===== config.mk =====
export PLATFORM = sky130hd
export DESIGN_NAME = phase_sequencer
export DESIGN_NICKNAME = d
export VERILOG_FILES = /design/src/rtl/phase_seq_pkg.sv /design/src/rtl/phase_seq_stall_timer.sv /design/src/rtl/phase_sequencer.sv
export SDC_FILE = /design/constraint.sdc
export NUM_CORES = 1
export LEC_CHECK = 0
export CAP_MARGIN = 10
export CORE_UTILIZATION = 30
export CTS_CLUSTER_SIZE = 10
export DETAILED_ROUTE_END_ITERATION = 6
export GPL_ROUTABILITY_DRIVEN = 0
export HOLD_SLACK_MARGIN = 0.12
export PLACE_DENSITY = 0.66
export SYNTH_ARGS = -nofsm -noshare
export SYNTH_HDL_FRONTEND = slang
export SYNTH_SLANG_ARGS = --single-unit

===== constraint.sdc =====
create_clock -name clock -period 1.33 [get_ports clock]
set_input_delay 0.133 -clock clock [delete_from_list [all_inputs] [get_ports clock]]
set_output_delay 0.133 -clock clock [all_outputs]
set_load 0.02 [all_outputs]

===== src/rtl/phase_seq_pkg.sv =====
// Shared state encoding and width helpers for the phase sequencer.
package phase_seq_pkg;

  localparam int PHASE_W = 3;

  typedef enum logic [PHASE_W-1:0] {
    ST_RST_HOLD = 3'd0,
    ST_FETCH    = 3'd1,
    ST_EXEC     = 3'd2,
    ST_MEM      = 3'd3,
    ST_WB       = 3'd4,
    ST_HALTED   = 3'd5
  } state_e;

  // Bits needed to count from 0 up to n-1, never less than one.
  function automatic int cnt_w(input int n);
    return (n > 1) ? $clog2(n) : 1;
  endfunction

endpackage


===== src/rtl/phase_seq_stall_timer.sv =====
// Counts consecutive stalled MEM cycles and flags the cycle on which the limit is reached.
module phase_seq_stall_timer
  import phase_seq_pkg::*;
#(
  parameter int STALL_TIMEOUT = 15
) (
  input  logic clock_i,
  input  logic reset_i,
  input  logic in_mem_i,
  input  logic stall_i,
  output logic timeout_hit_o
);

  localparam int            CW   = cnt_w(STALL_TIMEOUT);
  localparam logic [CW-1:0] LAST = CW'(STALL_TIMEOUT - 1);

  logic [CW-1:0] cnt_q, cnt_d;

  // The stalled edge that would bring the count to STALL_TIMEOUT is the hit itself.
  assign timeout_hit_o = in_mem_i && stall_i && (cnt_q == LAST);

  always_comb begin
    // NOTE: cnt_d gets a default before any branch so no latch is inferred.
    cnt_d = '0;
    if (in_mem_i && stall_i && !timeout_hit_o) begin
      cnt_d = cnt_q + CW'(1);
    end
  end

  always_ff @(posedge clock_i) begin
    if (reset_i) cnt_q <= '0;
    else         cnt_q <= cnt_d;
  end

endmodule


===== src/rtl/phase_sequencer.sv =====
// FETCH/EXEC/MEM/WB enable-strobe sequencer with reset hold, stall stretch and halt/resume.
// Optional retired-instruction counter enabled by defining PHASE_SEQ_PERF_CNT_EN.
module phase_sequencer
  import phase_seq_pkg::*;
#(
  parameter int RESET_HOLD_CYCLES = 4,
  parameter int STALL_TIMEOUT     = 15,
  parameter int CNT_W             = 32
) (
  input  logic               clock,
  input  logic               reset,
  input  logic               stall,
  input  logic               halt_req,
  input  logic               resume,
  output logic               core_reset,
  output logic               imem_en,
  output logic               proc_en,
  output logic               dmem_en,
  output logic               regfile_en,
  output logic               halted,
  output logic               stall_timeout,
  output logic [PHASE_W-1:0] phase,
  output logic [CNT_W-1:0]   instr_count
);

  localparam int                HOLD_W    = cnt_w(RESET_HOLD_CYCLES);
  localparam logic [HOLD_W-1:0] HOLD_LAST = HOLD_W'(RESET_HOLD_CYCLES - 1);

  state_e            state_q;
  logic [HOLD_W-1:0] hold_cnt_q;
  logic              halt_pending_q;
  logic              stall_timeout_q;
  logic              timeout_hit;

  phase_seq_stall_timer #(
    .STALL_TIMEOUT(STALL_TIMEOUT)
  ) u_stall_timer (
    .clock_i      (clock),
    .reset_i      (reset),
    .in_mem_i     (state_q == ST_MEM),
    .stall_i      (stall),
    .timeout_hit_o(timeout_hit)
  );

  // NOTE: sequential state uses non-blocking assignments so every flop samples pre-edge values.
  always_ff @(posedge clock) begin
    if (reset) begin
      state_q         <= ST_RST_HOLD;
      hold_cnt_q      <= '0;
      halt_pending_q  <= 1'b0;
      stall_timeout_q <= 1'b0;
    end else begin
      if (halt_req && (state_q inside {ST_FETCH, ST_EXEC, ST_MEM})) halt_pending_q <= 1'b1;
      case (state_q)
        ST_RST_HOLD: begin
          hold_cnt_q <= hold_cnt_q + HOLD_W'(1);
          if (hold_cnt_q == HOLD_LAST) state_q <= ST_FETCH;
        end
        ST_FETCH: state_q <= ST_EXEC;
        ST_EXEC:  state_q <= ST_MEM;
        ST_MEM: begin
          if (timeout_hit) begin
            stall_timeout_q <= 1'b1;
            state_q         <= ST_WB;
          end else if (!stall) begin
            state_q <= ST_WB;
          end
        end
        ST_WB: begin
          // A halt request arriving in WB itself still stops before the next fetch.
          if (halt_pending_q || halt_req) begin
            state_q        <= ST_HALTED;
            halt_pending_q <= 1'b0;
          end else begin
            state_q <= ST_FETCH;
          end
        end
        ST_HALTED: if (resume && !halt_req) state_q <= ST_FETCH;
        default:   state_q <= ST_RST_HOLD;
      endcase
    end
  end

  assign core_reset    = (state_q == ST_RST_HOLD);
  assign imem_en       = (state_q == ST_FETCH);
  assign proc_en       = (state_q == ST_EXEC);
  assign dmem_en       = (state_q == ST_MEM);
  assign regfile_en    = (state_q == ST_WB);
  assign halted        = (state_q == ST_HALTED);
  assign stall_timeout = stall_timeout_q;
  assign phase         = state_q;

`ifdef PHASE_SEQ_PERF_CNT_EN
  logic [CNT_W-1:0] instr_count_q;

  always_ff @(posedge clock) begin
    if (reset)                instr_count_q <= '0;
    else if (state_q == ST_WB) instr_count_q <= instr_count_q + CNT_W'(1);
  end

  assign instr_count = instr_count_q;
`else
  assign instr_count = '0;
`endif

endmodule


======== After elaboration in Yosys (flattened, before gate mapping) ========
Index checks and enable logic that the tools add are counted.
W data, S select, Z words.
word-level totals
  memory bits (writable) .................. 0
  flip-flop bits (word level) ............. 11
  output and inout port bits .............. 42
  latch bits .............................. 0
  memory bits (read-only) ................. 0
  bits of input ports ..................... 5
  memories kept ........................... 0
cells by class
  shift operators ......................... 0
  bitwise operators ....................... 1
  reductions and logical operators ........ 13
  $lt $le $gt $ge ......................... 0
  equal/unequal tests ..................... 10
  div/mod/pow operators ................... 0
  muxes and demuxes ....................... 9
  $mul .................................... 0
  add/sub/neg operators ................... 2
operators with widths
  operator               count
  $pmux W3 S6            1
  $mux W3                5
  $eq A3 B2 Y1 const B   2
  $eq A3 B3 Y1 const B   2
  $logic_and A1 B1 Y1    5
  $add A4 B1 Y4 const B  1
  $eq A4 B4 Y1 const B   1
  $ne A2 B1 Y1 const B   2
  $eq A3 B1 Y1 const B   1
  $logic_not A3 Y1       1
  $mux W1                3
  $ne A3 B3 Y1 const B   1
  $reduce_and A3 Y1      1
  $reduce_bool A3 Y1     1
  $add A2 B1 Y2 const B  1
  $eq A2 B2 Y1 const B   1
  $logic_not A1 Y1       2
  $reduce_and A2 Y1      1
  $reduce_or A2 Y1       1
  $logic_or A1 B1 Y1     1
  $not A1 Y1             1

======== Logic depth before layout (Yosys ltp) ========
  depth in word-level cells ............... 7
  mapped depth ............................ 5
  gate-level depth less buffers ........... 5

======== Cells and area by module ========
Synthesis repeated with hierarchy kept, for this count alone.
unflattened totals
  cells, all modules ...................... 95
  area total of the unflattened synthesis .. 820.8 um^2
modules (own cells, without submodules)
  module                 cells an instance  area an instance (um^2)  seq. area each (um^2)  instances
  phase_sequencer        77                 648.1                    140.1                  1
  phase_seq_stall_timer  18                 172.7                    80.1                   1

======== Worst setup path after synthesis ========
No wires, ideal clock.
  kind .................................... register -> register
  start ................................... register state_q[1] (netlist: phase[1])
  end ..................................... register state_q[1] (netlist: phase[1])
  library setup time ...................... 0.070 ns
  cell stages (with the launch flop) ...... 5
  data required time ...................... 1.260 ns
  data arrival time ....................... 1.458 ns
  path slack .............................. -0.198 ns
  cells stage by stage .................... dfxtp_1 > buf_6 > nor3b_1 > nor2_1 > a21oi_1
on the way
  elaborated cells on any way between the ends .. 14
RTL lines
  element                 RTL line               RTL
  from (decl)             phase_sequencer.sv:29  state_e state_q;
  from (signal assigned)  phase_sequencer.sv:48  state_q <= ST_RST_HOLD;
  from (signal assigned)  phase_sequencer.sv:57  if (hold_cnt_q == HOLD_LAST) state_q <= ST_FETCH;
  from (signal assigned)  phase_sequencer.sv:59  ST_FETCH: state_q <= ST_EXEC;
  $eq A3 B2 Y1            -
  named net proc_en       phase_sequencer.sv:17  output logic proc_en,
  $pmux W3 S6             phase_sequencer.sv:54  case (state_q)
The timed path passes the listed nets, and every way through them passes these cells.
A chain may end at the register's enable or synchronous reset.

======== Worst setup path in the final report ========
  start ................................... register state_q[0] (netlist: phase[0])
  end ..................................... output port proc_en
on the way
  word-level cells in the longest chain between the ends .. 1
ends and longest elaborated chain
  element       RTL line               RTL
  $eq A3 B2 Y1  phase_sequencer.sv:86  assign proc_en = (state_q == ST_EXEC);
  to (decl)     phase_sequencer.sv:17
No other way between the ends.

==> impl_metrics.json <==
{
  "period_minus_slack_ns": 1.27,
  "skew_ns": 0.00307,
  "crit_buf_inv": 2,
  "die_w_um": 54.1,
  "syn_area_um2": 813,
  "critPathTopFamily": "flip-flops",
  "crit_top_cell": "buf_4",
  "cp.arrival_ns": 1.14,
  "fin_ws_ns": 0.0603,
  "cts_buffers": 3,
  "fmax_mhz": 788,
  "dpl-instance-area_um2": 948,
  "final_cell_area_um2": 978,
  "num_vias": 617,
  "syn_to_final_growth_pct": 20.3,
  "die-height_um": 54.1,
  "grt_max_degree": 13,
  "start_kind": "register",
  "synth_top_cells_by_count": "32 x buf_4, 11 x dfxtp_1, 7 x nor2_1",
  "rows": 18,
  "diodes": 0,
  "end_kind": "primary output",
  "nets": 130,
  "finalMaxSlewViolations": 0,
  "drive_gt1_share_pct": 29.8,
  "synth.area.top_cells": "buf_4 30%, dfxtp_1 27%, ha_1 4.6%",
  "ys_types": 29,
  "ys_ff_latch": 11,
  "yosysWarnings": 0,
  "path_cells": "buf_4, nor3b_2, buf_4",
  "die-area_um2": 2920,
  "ios": 47,
  "vdd_ir_drop_max_mv": 1.01,
  "ant_nets": 0,
  "wire_per_inst_um": 9.33,
  "root_buffer": "clkbuf_4",
  "core_area_um2": 2520,
  "status": "completed",
  "yosysTopAreaCell": "buf_4",
  "crit_start": "phase[0]",
  "synth_edf_count": 0,
  "yosysSeqAreaShare_pct": 27.1,
  "drtPass1Iterations": 4,
  "io_buffers": 14,
  "holdBufCountCts": 0,
  "power_mw": 1.51,
  "tritoncts": "yes",
  "synth_top_area_share_pct": 29.5,
  "crit_end": "proc_en",
  "period_share_pct": 95.5,
  "path_depth": 3,
  "final-setup-viol-count": 0,
  "r2r_slack_ns": 0.08,
  "grt_pass1_wl_um": 2090,
  "power_density_nw_per_um2": 1540,
  "routed_wl_um": 1410,
  "timing.rr.end": "phase[2]",
  "cts.path.max_buffers": 2,
  "hpwl_um": 1080,
  "p_leak_nw": 0.491,
  "hold_path_class": "reg -> reg",
  "antenna_found_initial": 0,
  "grt_usage_pct": 10.1,
  "viasPerCell": 4.09,
  "rsz0062_at_grt": "no",
  "slowest_stage": "dfxtp_4",
  "grt_overflow": 0,
  "critPathMaxFanout": 12,
  "crit_type": "reg -> out",
  "cts_sinks": 11,
  "r2r-start": "u_stall_timer.cnt_q[0]",
  "insertion_delay_ns": 0.26,
  "drc_errors": 0,
  "synthFlopType": "dfxtp_1",
  "start_util_pct": 32.2,
  "slowest_delay_ns": 0.38,
  "htree_num_levels": 1,
  "post_synth.cell_area_avg_um2": 8.65,
  "drtIter0Drc": 14,
  "drv_cap": 0,
  "cp.required_ns": 1.20,
  "place_ws_ns": -0.195,
  "reg2reg_depth": 5,
  "synthArstFlopShare_pct": 0,
  "synth.most_common_cell": "buf_4",
  "grt_pass1_vias": 483,
  "clkTransAtPathRegs_ns": 0.07,
  "synth_cells": 94,
  "hold_viol": 0
}
how the worst min path moves through the flow:
stage                        startpoint       endpoint  cells past startpoint
after global routing      stall_timeout  stall_timeout                      2
after floorplan                   reset       phase[2]                      2
final                     stall_timeout  stall_timeout                      2
after detailed placement  stall_timeout  stall_timeout                      2
after CTS                 stall_timeout  stall_timeout                      2
after global placement    stall_timeout  stall_timeout                      2
metrics by stage:
stage | cells | TNS [ns] | util (%) | hold WS, ns
2_1_floorplan | 125 | 0 | - | 0.310
4_1_cts | 151 | 0 | 37.8 | 0.487
3_5_place_dp | 147 | -1.05 | 37.6 | 0.471
3_3_place_gp | 147 | -0.894 | 37.6 | 0.463
6_report | 151 | 0 | 38.8 | 0.477
5_1_grt | 151 | 0 | 38.8 | 0.515
placed cells by master (no fill, tap or decap), types with 2 or more instances in the layout:
cell type and instances:
clkbuf_4 3, dfxtp_2 2, a21oi_1 6, dfxtp_1 8, dlygate4sd2_1 3, buf_4 16
nand2_1 3, inv_1 3, conb_1 32, nor3b_2 3, nor2_1 7, clkdlybuf4s50_1 4
xnor2_1 2, o41ai_1 2, buf_2 3, ha_1 2
worst reg2reg max path, delay by kind of cell (launching register included):
family	cells	cell delay, ns
AOI/OAI and AO/OA	2	0.49
DFF	1	0.31
adders and majority gates	1	0.17
buffers and inverters	1	0.10
and+or+nand+nor	1	0.08
sequential cells by signal, summed over array words and instances (netlist names):
signal	cells
halt_pending_q	1
hold_cnt_q	2
phase	3
stall_timeout	1
u_stall_timer.cnt_q	4
cell families (layout without fill, tap and decap cells):
kind of cell,Yosys count,count (layout),share of synthesized area [%]
simple gates,24,24,18.3
flops,11,11,27.1
compound gates,13,13,10.5
xor+xnor,2,2,2.15
other cells,1,32,0.461
fa+ha+maj,3,3,4.62
buf+inv,39,35,35.7
mux,1,1,1.23
final cells by class:
class,count,area (um^2)
fill,275,1540
multi-input combinational,75,452
sequential,11,226
timing repair buffer,28,225
tap,30,37.5
clock buffer,4,26.3
inverter,3,11.3
power breakdown:
group	internal [mW]	leakage, nW	switching [mW]
clock	0.116	0.0150	0.0977
combinational	0.397	0.385	0.407
sequential	0.407	0.0911	0.0836
timing repair:
action | 4_1_cts | 5_1_grt
gates resized for setup | 31 | 9
endpoints found under the setup margin | 10 | 6
setup buffers | 0 | 0
layer usage:
layer | vias to the layer above | track usage (%) | share of wire [%]
met5 | - | 0 | 0
met4 | 0 | 5.13 | 1.3
met3 | 2 | 1.69 | 6.4
met2 | 34 | 16.7 | 50
met1 | 274 | 12.5 | 42
li1 | 307 | - | -
No activity file was read; power rests on OpenSTA's default activity.
